===== src/rtl/regfiletmp_retire.sv =====
// In-order retire controller for the 32-entry temporary register file.
// Reads the head entry, commits it to the architectural file or store path, clears it and advances.
module regfiletmp_retire #(
    parameter int DEPTH = 32,
    parameter int AW    = 5
) (
    input  logic          clock,
    input  logic          reset,
    input  logic          Alloc,
    input  logic          Flush,
    output logic [AW-1:0] Rd_Addr,
    input  logic [72:0]   Data_out,
    output logic          Clr_entry,
    output logic [AW-1:0] Clr_addr,
    output logic          Arch_we,
    output logic [4:0]    Arch_waddr,
    output logic [31:0]   Arch_wdata,
    output logic          Store_commit,
    output logic [31:0]   Commit_pc,
    output logic          Full,
    output logic          Empty,
    output logic          Halted
);

    typedef enum logic {RUN, HALT} state_t;

    localparam logic [1:0] TYPE_ALU   = 2'b00;
    localparam logic [1:0] TYPE_STORE = 2'b01;
    localparam logic [1:0] TYPE_HALT  = 2'b11;
    localparam logic [AW:0] COUNT_FULL = (AW+1)'(DEPTH);

    logic [AW-1:0] head, tail, head_nxt, tail_nxt;
    logic [AW:0]   count, count_nxt;
    state_t        state, state_nxt;
    logic          retire, alloc_ok;

    logic [31:0] e_data, e_pc;
    logic [4:0]  e_rd;
    logic [1:0]  e_type;

    assign e_data  = Data_out[72:41];
    assign e_pc    = Data_out[40:9];
    assign e_rd    = Data_out[8:4];
    assign e_type  = Data_out[3:2];
    assign Rd_Addr = head;

    always_comb begin
        // NOTE: every variable gets a default before any branch so no latch is inferred.
        head_nxt  = head;
        tail_nxt  = tail;
        count_nxt = count;
        state_nxt = state;
        retire    = (state == RUN) && (count != '0) && Data_out[0] && Data_out[1];
        alloc_ok  = Alloc && (count != COUNT_FULL);

        // Flush wins over both retire and Alloc; the dropped Alloc never reaches tail.
        if (Flush) begin
            head_nxt  = tail;
            count_nxt = '0;
            state_nxt = RUN;
        end else begin
            if (retire) begin
                head_nxt = head + AW'(1);
                if (e_type == TYPE_HALT)
                    state_nxt = HALT;
            end
            if (alloc_ok)
                tail_nxt = tail + AW'(1);
            count_nxt = count + (AW+1)'(alloc_ok) - (AW+1)'(retire);
        end
    end

    always_ff @(posedge clock) begin
        if (reset) begin
            // NOTE: sequential state uses non-blocking assignments so all registers update together.
            head         <= '0;
            tail         <= '0;
            count        <= '0;
            state        <= RUN;
            Clr_entry    <= 1'b0;
            Clr_addr     <= '0;
            Arch_we      <= 1'b0;
            Arch_waddr   <= '0;
            Arch_wdata   <= '0;
            Store_commit <= 1'b0;
            Commit_pc    <= '0;
            Full         <= 1'b0;
            Empty        <= 1'b1;
            Halted       <= 1'b0;
        end else begin
            head   <= head_nxt;
            tail   <= tail_nxt;
            count  <= count_nxt;
            state  <= state_nxt;
            Full   <= (count_nxt == COUNT_FULL);
            Empty  <= (count_nxt == '0);
            Halted <= (state_nxt == HALT);

            Clr_entry    <= 1'b0;
            Arch_we      <= 1'b0;
            Store_commit <= 1'b0;
            if (retire && !Flush) begin
                Clr_entry <= 1'b1;
                Clr_addr  <= head;
                Commit_pc <= e_pc;
                case (e_type)
                    TYPE_ALU: begin
                        Arch_we    <= (e_rd != 5'd0);
                        Arch_waddr <= e_rd;
                        Arch_wdata <= e_data;
                    end
                    TYPE_STORE: Store_commit <= 1'b1;
                    default: ;
                endcase
            end
        end
    end

endmodule


===== config.mk =====
export PLATFORM = sky130hd
export DESIGN_NAME = regfiletmp_retire
export DESIGN_NICKNAME = d
export VERILOG_FILES = /design/src/rtl/regfiletmp_retire.sv
export SDC_FILE = /design/constraint.sdc
export NUM_CORES = 1
export LEC_CHECK = 0
export CAP_MARGIN = 20
export CORE_MARGIN = 2
export CORE_UTILIZATION = 45
export CTS_BUF_LIST = sky130_fd_sc_hd__clkbuf_8 sky130_fd_sc_hd__clkbuf_16
export CTS_CLUSTER_DIAMETER = 40
export CTS_CLUSTER_SIZE = 20
export DETAILED_ROUTE_END_ITERATION = 7
export PLACE_DENSITY = 0.91
export REMOVE_ABC_BUFFERS = 1
export SYNTH_ARGS = -nofsm -noshare
export SYNTH_HDL_FRONTEND = slang
export SYNTH_SLANG_ARGS = --single-unit

===== constraint.sdc =====
create_clock -name clock -period 5.9 [get_ports clock]
set_clock_uncertainty 0.2 [all_clocks]
set_input_delay 0.59 -clock clock [delete_from_list [all_inputs] [get_ports clock]]
set_output_delay 0.59 -clock clock [all_outputs]
set_load 0.05 [all_outputs]

==> results.yml <==
outcome:
  status: "finished clean"
logic_synthesis:
  synth_fa_ha_area_share_pct: 3.996
  synth.mux.area_fraction_pct: 0.5512
  synth_top_family_by_area: "simple AND/OR/NAND/NOR gates"
  yosys_warnings: 0
  ys_seq_elements: 96
  synth_seq_area_share_pct: 52.91
  syn_area_um2: 3632
  yosysUniqueCellTypes: 38
  async_flop_share_pct: 0
  synth_xor_area_share_pct: 2.652
  synth-edff-count: 0
  ys.flop_type: "dfxtp_1"
  synthSimpleGateAreaFrac_pct: 22.67
  synthCells: 440
  syn_avg_cell_area_um2: 8.255
  synth-compound-area-share_pct: 13.30
clock_tree:
  clkTransAtPathRegs_ps: 90
  cts_setup_buffers: 0
  clock_sinks: 96
  worstSkewPairLatency_ps: 350
  hold_buffers: 0
  root_buffer: "clkbuf_8"
  cts_buffer_depth: 2
  cts_resized: 0
  cts_tree: "done"
  numCtsBuffers: 9
  htreeDepth: 3
sta:
  timing.final.hold_violations: 0
  finalCritPeriodShare_pct: 51.60
  setup_viol: 0
  post-route-min-period_ps: 3045
  fmax_mhz: 328.4
  tightest_slew_ps: 848.8
  setup_tns_ps: 0
  maxSlewHeadroom_pct: 43.41
  maxSlewViolCount: 0
  rsz0062_at_grt: "false"
critical_path:
  max_stage_delay_ps: 460
  cp_top_family: "simple AND/OR/NAND/NOR gates"
  cp_slowest_cell: "clkdlybuf4s50_1"
  r2r_slack_ps: 2990
  crit_buf_inv: 1
  path_max_fanout: 9
  cp.arrival_ps: 3130
  crit_type: "in -> reg"
  path_cells: "clkdlybuf4s50_1 -> and3b_1 -> and2_1 -> xnor2_1 -> ha_1 -> fa_1 -> a21oi_1 -> o21bai_1 -> xnor2_1 -> nand4_1 -> a21oi_1"
  critPathLaunchType: "input pin"
  crit_path_end_kind: "register"
  cp_data_required_time_ps: 5980
layout:
  fin_nets: 679
  num_antenna_cells: 0
  drive_above_1_share_pct: 4.362
  multiInputGateArea_um2: 1574
  final_common_cell: "clkdlybuf4s50_1"
  final_cell_mix: "clkdlybuf4s50_1, nand2_1, dfxtp_1, a21oi_1, nor2_1"
  fillers: 600
  regArea_um2: 1922
  area_delta_synth_final_pct: 51.95
hold_path:
  min_path_type: "reg -> reg"
die:
  ios: 162
  dieHeight_um: 93.84
  fp.dieW_um: 93.84
  rows: 32
  start_util_pct: 46.76
  die_area_um2: 8806
  core_area_um2: 7767
detailed_routing:
  vias: 3521
  drtIter0Drc: 134
  wl_per_cell_um: 14.44
  wl_um: 10080
  drc_errors: 0
  drt_first_pass_iters: 6
  vias_per_cell: 5.044
  ant_nets: 0
place:
  portBuffers: 161
  hpwl_um: 7458
  globalplace.congestion: 0.8841
global_route:
  grt_pass1_wl_um: 15970
  antenna_found_initial: 0
  gr-total-overflow: 0
  first_global_vias: 3446
  grt_max_degree: 86
  grt_use_total_pct: 22.81
flow_run:
  drv_cap: 0
pwr:
  intPower_mw: 1.064
  p_clk_share_pct: 27.4
  finalPower_mw: 1.586
  combPwrFrac_pct: 27.7
  switching_power_mw: 0.5222
  swShare_pct: 32.92
  seqPwrFrac_pct: 44.9
  p_leak_nw: 1.916
  p_per_area_nw_per_um2: 287.4
  vdd_drop_max_v: 0.0001957
synthesized netlist by cell type, drive strengths merged, types with 3 or more instances:
cell type | n | share of area [%]
nand2 | 156 | 16
dfxtp | 96 | 53
a21oi | 79 | 11
buf | 14 | 1.8
nor2 | 14 | 1.4
clkbuf | 12 | 1.3
ha | 10 | 3.4
inv | 8 | 0.83
nand4 | 6 | 1.0
xor2 | 6 | 1.4
xnor2 | 5 | 1.2
a211oi | 4 | 0.83
and2 | 3 | 0.52
cell families after synthesis:
group           count (synthesis)
compound gates                 90
xor+xnor                       11
fa+ha+maj                      11
buf+inv                        34
flops                          96
mux                             2
simple gates                  196
registers in the layout, summed over array words and instances, names as in the netlist, 5 cells and up:
signal      count
Commit_pc      32
tail            5
Clr_addr        5
Rd_Addr         5
Arch_waddr      5
count           6
Arch_wdata     32
worst min-delay path, stage by stage (launching register included):
cell and delay, ps:
dfxtp_1 320, nand2_1 50, a21oi_1 50
final timing paths:
kind | startpoint | end | cells past startpoint
max | Data_out[0] | Empty$_SDFF_PP1_ | 11
min | Arch_wdata[17]$_SDFFE_PP0P_ | Arch_wdata[17]$_SDFFE_PP0P_ | 2
max reg2reg | count[4]$_SDFF_PP0_ | Empty$_SDFF_PP1_ | 12
min reg2reg | Arch_wdata[17]$_SDFFE_PP0P_ | Arch_wdata[17]$_SDFFE_PP0P_ | 2
metrics by stage:
step	cell area [µm²]	std cells	hold slack (ps)	worst slack, ps	utilization [%]
6_report	5519	698	257.3	2855	71.05
5_1_grt	5519	698	275.3	2648	71.05
4_1_cts	5492	697	259.5	2865	70.70
3_5_place_dp	5290	681	245.9	2488	68.11
3_3_place_gp	5290	681	241.1	2640	68.11
2_1_floorplan	3520	414	257.9	2599	-
layer usage:
| metal | routed length, µm | global-route usage (%) |
|---|---|---|
| met5 | 0 | 0 |
| met1 | 4016 | 26.14 |
| met4 | 237 | 8.696 |
| met3 | 832 | 6.260 |
| met2 | 4995 | 40.24 |
power by group through the flow:
stage	clock network (mW)	logic, mW	registers, mW
after floorplan	0	0.158	0.833
after global placement	0	0.424	0.726
after detailed placement	0	0.437	0.728
after CTS	0.447	0.439	0.713
after global routing	0.469	0.473	0.718
final	0.435	0.439	0.713
layout make-up:
class | count | area share [%]
Clock buffer | 9 | 2.244
Timing Repair Buffer | 166 | 30.15
Tap cell | 102 | 2.312
Clock inverter | 7 | 1.406
Inverter | 8 | 0.5441
Multi-Input combinational cell | 310 | 28.52
Sequential cell | 96 | 34.82
No activity file was read; power rests on OpenSTA's default activity.
